### src/rtl/uart_echo_ctrl.sv
// uart_echo_ctrl: captures receiver frames, filters error bytes, buffers them and echoes them to the transmitter.
// Optional macro UART_ECHO_CRLF_EN: after a 0x0D byte completes, insert one 0x0A before the next FIFO byte.
module uart_echo_ctrl #(
    parameter int DEPTH    = 16,
    parameter int AW       = 4,
    parameter int DROP_ERR = 1,
    parameter int BUSY_TMO = 8
) (
    input  logic          clk,
    input  logic          rst,
    input  logic [7:0]    rx_data,
    input  logic          rx_rdsig,
    input  logic          rx_dataerror,
    input  logic          rx_framerror,
    output logic [7:0]    tx_data,
    output logic          tx_wrsig,
    input  logic          tx_busy,
    output logic [AW:0]   fifo_count,
    output logic          overflow,
    output logic [7:0]    err_count
);
    typedef enum logic [1:0] {IDLE, START, WAIT_BUSY, WAIT_DONE} state_t;

    state_t        state;
    logic [7:0]    mem [DEPTH];
    logic [AW-1:0] wr_ptr, rd_ptr;
    logic [15:0]   tmo;
    logic          rd_q, rise, err, push, pop, wr, full, empty;
`ifdef UART_ECHO_CRLF_EN
    logic          lf_pend;
`endif

    assign rise  = rx_rdsig & ~rd_q;
    assign err   = rx_dataerror | rx_framerror;
    assign push  = rise & (~err | (DROP_ERR == 0));
    assign full  = fifo_count == (AW+1)'(DEPTH);
    assign empty = fifo_count == '0;
`ifdef UART_ECHO_CRLF_EN
    assign pop   = (state == IDLE) & ~empty & ~lf_pend;
`else
    assign pop   = (state == IDLE) & ~empty;
`endif
    // A pop in the same cycle frees a slot, so a push into a full FIFO still lands
    assign wr    = push & (~full | pop);

    // Rising-edge detect on rdsig; resets high so an rdsig already asserted is ignored
    always_ff @(posedge clk) begin
        rd_q <= rst ? 1'b1 : rx_rdsig;
        if (rst)
            err_count <= '0;
        else if (rise & err & (err_count != 8'hFF))
            err_count <= err_count + 8'd1;
    end

    // FIFO storage
    always_ff @(posedge clk) begin
        if (wr)
            mem[wr_ptr] <= rx_data;
    end

    // FIFO pointers, occupancy and sticky overflow
    always_ff @(posedge clk) begin
        if (rst) begin
            wr_ptr     <= '0;
            rd_ptr     <= '0;
            fifo_count <= '0;
            overflow   <= 1'b0;
        end else begin
            if (wr)
                wr_ptr <= wr_ptr + 1'b1;
            if (pop)
                rd_ptr <= rd_ptr + 1'b1;
            if (push & full & ~pop)
                overflow <= 1'b1;
            fifo_count <= fifo_count + (AW+1)'(wr) - (AW+1)'(pop);
        end
    end

    // Transmit sequencer: load byte, pulse start, wait for busy (or time out), wait for done
    always_ff @(posedge clk) begin
        if (rst) begin
            state    <= IDLE;
            tx_data  <= 8'h00;
            tx_wrsig <= 1'b0;
            tmo      <= '0;
`ifdef UART_ECHO_CRLF_EN
            lf_pend  <= 1'b0;
`endif
        end else begin
            case (state)
                IDLE: begin
`ifdef UART_ECHO_CRLF_EN
                    if (lf_pend) begin
                        tx_data  <= 8'h0A;
                        lf_pend  <= 1'b0;
                        tx_wrsig <= 1'b1;
                        state    <= START;
                    end else if (pop) begin
                        tx_data  <= mem[rd_ptr];
                        lf_pend  <= mem[rd_ptr] == 8'h0D;
                        tx_wrsig <= 1'b1;
                        state    <= START;
                    end
`else
                    if (pop) begin
                        tx_data  <= mem[rd_ptr];
                        tx_wrsig <= 1'b1;
                        state    <= START;
                    end
`endif
                end
                START: begin
                    tx_wrsig <= 1'b0;
                    tmo      <= '0;
                    state    <= WAIT_BUSY;
                end
                WAIT_BUSY: begin
                    if (tx_busy)
                        state <= WAIT_DONE;
                    else if (tmo == 16'(BUSY_TMO - 1))
                        state <= IDLE;
                    else
                        tmo <= tmo + 16'd1;
                end
                WAIT_DONE: begin
                    if (!tx_busy)
                        state <= IDLE;
                end
                default: state <= IDLE;
            endcase
        end
    end
endmodule

### config.mk
export PLATFORM = sky130hd
export DESIGN_NAME = uart_echo_ctrl
export DESIGN_NICKNAME = d
export VERILOG_FILES = /design/src/rtl/uart_echo_ctrl.sv
export SDC_FILE = /design/constraint.sdc
export NUM_CORES = 1
export LEC_CHECK = 0
export CAP_MARGIN = 20
export CORE_AREA = 2 2 134 136
export CTS_BUF_LIST = sky130_fd_sc_hd__clkbuf_4 sky130_fd_sc_hd__clkbuf_8
export DETAILED_ROUTE_END_ITERATION = 8
export DIE_AREA = 0 0 136 138
export PLACE_DENSITY = 0.64
export RECOVER_POWER = 100
export SLEW_MARGIN = 5
export SYNTH_ARGS = -nofsm -noshare
export SYNTH_HDL_FRONTEND = slang
export SYNTH_SLANG_ARGS = --single-unit
export TNS_END_PERCENT = 100
### constraint.sdc
create_clock -name clk -period 4.28 [get_ports clk]
set_input_delay 0.642 -clock clk [delete_from_list [all_inputs] [get_ports clk]]
set_output_delay 0.642 -clock clk [all_outputs]
set_load 0.02 [all_outputs]
# Word-level counts from Yosys, hierarchy flattened
# Memory sizes are Yosys's and may differ from the RTL's. A register that Yosys moved wholly into a read port is not among the register bits.
# Cells that the tools add are included.
# classes
div_mod_pow	0
n_eq_ne	11
shift	0
order_cmp	0
addsub	6
mux	12
mul	0
bitwise_logic	15
n_reduce_logical	8
# ops
op	n
16-bit 2-to-1 mux	2
16-bit one-hot mux with 2 select lines	1
16-bit by 1-bit adder with 16-bit output, second input constant	1
16-bit by 3-bit == test with 1-bit output, second input constant	1
4-bit by 1-bit adder with 4-bit output, second input constant	2
8-bit by 1-bit adder with 8-bit output, second input constant	1
1-bit AND	8
2-bit 2-to-1 mux	4
2-bit inequality test, second input constant	4
8-bit inequality test, second input constant	1
2-bit one-hot mux with 4 select lines	1
3-bit AND reduction	2
5-bit by 1-bit adder with 5-bit output	1
5-bit == test, second input constant	1
5-bit zero test	1
1-bit inverter	5
5-bit by 1-bit subtractor with 5-bit output	1
2-bit == test, second input constant	2
2-bit AND reduction	2
2-bit nonzero test	2
1-bit 2-to-1 mux	3
3-bit inequality test, second input constant	1
2-bit by 1-bit == test with 1-bit output, second input constant	1
2-bit zero test	1
2 further kinds	3
# totals
out_inout_bits	23
mem_bits_ro	0
elab_cells	62
mem_bits_rw	128
reg_bits	42
latchBits	0
input_bits	14
n_memories	1
# mem_list
name	words	word_bits	rd	rd_clocked_by_memory_dff	write_ports	line_no	text
mem	16	8	1	1	1	25	logic [7:0] mem [DEPTH];

# Logic depth before layout (Yosys ltp)
# depth
word_depth	7
ltp_mapped	15
ltp_nobuf	14

# Worst setup path before layout
# Ideal clock, no wire load.
# synth_timing
path_kind	input to register
from	in rx_framerror
to	reg fifo_count[4]
n_path_buf	0
path_slack_ps	1185
required_time_ps	4209
stages	11
arrival_time_ps	3024
setup_time_ps	71
path_cell_list	or4b_4 a31oi_4 inv_1 ha_1 inv_1 ha_1 fa_1 a21oi_1 nor2_1 or3_1 a21oi_1
# synth_via
elab_chain_len	6
# synth_lines
item	line_no	text
start, declared	14	input logic rx_framerror,
1-bit OR	34	assign err = rx_dataerror | rx_framerror;
1-bit inverter	35	assign push = rise & (~err | (DROP_ERR == 0));
1-bit AND	35	
1-bit AND	44	assign wr = push & (~full | pop);
5-bit by 1-bit adder with 5-bit output	75	fifo_count <= fifo_count + (AW+1)'(wr) - (AW+1)'(pop);
5-bit by 1-bit subtractor with 5-bit output	75	
end signal, assigned	75	
end, declared	18	output logic [AW:0] fifo_count,
# Every way passes these cells.
# A chain may end at the register's enable or synchronous reset.

# Worst setup path in the final report
# Same ends and word-level chain as after synthesis.

==> out/metrics.cfg <==
[cts]
root_buffer=clkbuf_8
ctsResizeCount=0
ctsHoldBuffers=0
cts_sinks=178
cts.clk_slew.worst_paths_ns=0.09
cts_setup_buffers=0
clk_latency_ns=0.48
cts.path.max_buffers=2
cts_tree=done
htree_levels=4
numCtsBuffers=17

[routing]
topRoutingLayerUsed=met4
met3_length_um=845
drt_pass1_iterations=4
vias_per_cell=5.42
wl_met2_um=6750
drc=0
drt_iter0_drc=293
wl_met1_um=6330
wirelength_um=14100
vias=4166
wl_per_cell_um=18.3
ant_nets=0

[global_route]
grt_pass1_vias=4136
grt_max_degree=57
grt_pass1_wl_um=22700
grt-ovfl-total=0
antenna_found_initial=0
grt_usage_pct=16.0

[sta]
final.setup_skew_ns=0.0185
holdWs_ns=0.474
worst_slew_pin_slew_ns=2.28
setup_viol=0
hold_viol=0
fin_crit_sh_pct=80.3
relSlewSlack_pct=-52.1
rsz0062_at_grt=no
fmax_mhz=291
tns_ns=0
drv_slew=57
period_needed_ns=3.44

[yosys]
synth_edf_count=128
synth-seq-cells=178
ys_types=51
synth_area_um2=7360
syn_inst=485
yosys_warnings=0
ys_seq_area_share_pct=65.8
syn-num-nets=513
synth-async-reset-ratio_pct=0
avgSynthCellArea_um2=15.2
synth_ff_type=edfxtp_1

[final_layout]
final_util_pct=47.5
nets=555
final_cell_mix=edfxtp_1, nor2_1, dfxtp_1
layout_commonest_cell=edfxtp_1
stdcell_area_um2=8330
drive_above_1_share_pct=14.6
antenna_cells=0
syn_to_final_growth_pct=13.2

[floorplan]
initial_core_util_pct=42.0
die-area_um2=18800
die_height_um=138
die_w_um=136
fp-row-count=49
design.core.area_um2=17500
io_pins=37

[placed_design]
port_buffers=36
dp_hpwl_um=9050
gp_congestion=0.784
detailed_place.area_um2=7970

[setup_path]
path_class=in2reg
critPathMaxFanout=9
critPathLaunchType=input port
path_delay_family=simple AND/OR/NAND/NOR gates
r2r_cells=15
path_buf_inv=3
crit_slowest_cell=or4b_1
rr_endpoint=fifo_count[4]
reg2reg_slack_ns=1.07
reg2reg_from=fifo_count[2]
crit_arrival_ns=3.81
end_kind=register
required_ns=4.65
max_stage_delay_ns=0.58
crit_path_cell_trace=dlygate4sd3_1, or4b_1, a31oi_4, inv_1, ha_1, inv_1, ha_1, fa_1, a21oi_1, nor2_1, or3_1, a21oi_1

[hold_path]
hold_path_end=overflow
hold_depth=2
hold_path.startpoint=overflow
holdCritPathClass=reg2reg

[power_and_ir_drop]
total_leakage_power_nw=2.72
cellPowerDensity_nw_per_um2=497
vdd_drop_max_mv=0.340

[status]
status=finished, violations left
violations=capacitance limit, slew limit

[job]
cap_viol_max_count=1

==> routing by layer <==
| layer | global-route usage [%] | vias up |
|---|---|---|
| li1 | - | 1948 |
| met1 | 22.2 | 2080 |
| met2 | 25.2 | 121 |
| met3 | 3.96 | 17 |
| met4 | 4.77 | 0 |
| met5 | 0 | - |
==> flip-flops by register name (all words and copies together) (netlist names) <==
name,count
fifo_count,5
state,2
overflow,1
tmo,16
mem,128
err_count,8
tx_wrsig,1
tx_data,8
rd_ptr,4
wr_ptr,4
rd_q,1
==> kinds of logic after synthesis <==
kind of cell / after synthesis / share of synthesized area [%]
compound gates: 38 / 3.95
mux: 53 / 12.7
buf+inv: 37 / 2.14
simple gates: 146 / 10.7
flops: 178 / 65.8
xor+xnor: 19 / 2.26
fa+ha+maj: 14 / 2.48
==> worst max-delay path by stage <==
stage | startpoint | to | slack [ns] | cells after the start
global placement | rx_rdsig | fifo_count[4] | 0.60 | 12
CTS | rx_rdsig | fifo_count[4] | 1.03 | 12
detailed placement | rx_rdsig | fifo_count[4] | 0.54 | 12
floorplan | rx_framerror | fifo_count[4] | 1.19 | 11
global route | rx_framerror | fifo_count[4] | 0.63 | 12
finish | rx_framerror | fifo_count[4] | 0.84 | 12
==> final cells by class <==
class                           count  area, um2
Fill cell                        1559       9200
Tap cell                          229        287
Sequential cell                   178       4850
Clock inverter                     15        158
Timing Repair Buffer               46        407
Clock buffer                       17        234
Multi-Input combinational cell    270       2350
Inverter                           14       52.6
==> power breakdown <==
group / switching [mW] / total (mW) / internal, mW
clock: 0.683 / 1.12 / 0.440
combinational: 0.495 / 0.957 / 0.462
sequential: 0.132 / 2.06 / 1.93
total: 1.31 / 4.14 / 2.83
==> Yosys cell counts, drive strengths merged (5+ instances only) <==
cell	number	share of area, %
ha	13	2.2
o221ai	8	0.95
nand2	19	1.0
mux4	32	9.8
nand4	11	0.94
nor2	50	2.6
inv	14	0.71
nand3b	12	1.3
dfxtp	50	14
nor3	9	0.77
xnor2	7	0.83
xor2	12	1.4
edfxtp	128	52
clkbuf	13	0.68
buf	10	0.75
nor4	5	0.43
a21oi	11	0.75
nand3	13	0.88
nand2b	6	0.51
mux2i	20	2.7
o31ai	5	0.51
==> per-stage QoR <==
| stage | setup WS (ns) | std cells | power [mW] |
|---|---|---|---|
| floorplan | 1.19 | 485 | 2.77 |
| global placement | 0.600 | 737 | 3.08 |
| detailed placement | 0.537 | 737 | 3.09 |
| CTS | 1.03 | 769 | 4.22 |
| global route | 0.634 | 769 | 4.36 |
| finish | 0.844 | 769 | 4.14 |
==> worst min-delay path, cell delays in order (launching register included) <==
cell and delay [ns]:
dfxtp_1 0.33, nor2_1 0.04, nor2_1 0.07
No activity file was read; power rests on OpenSTA's default activity.
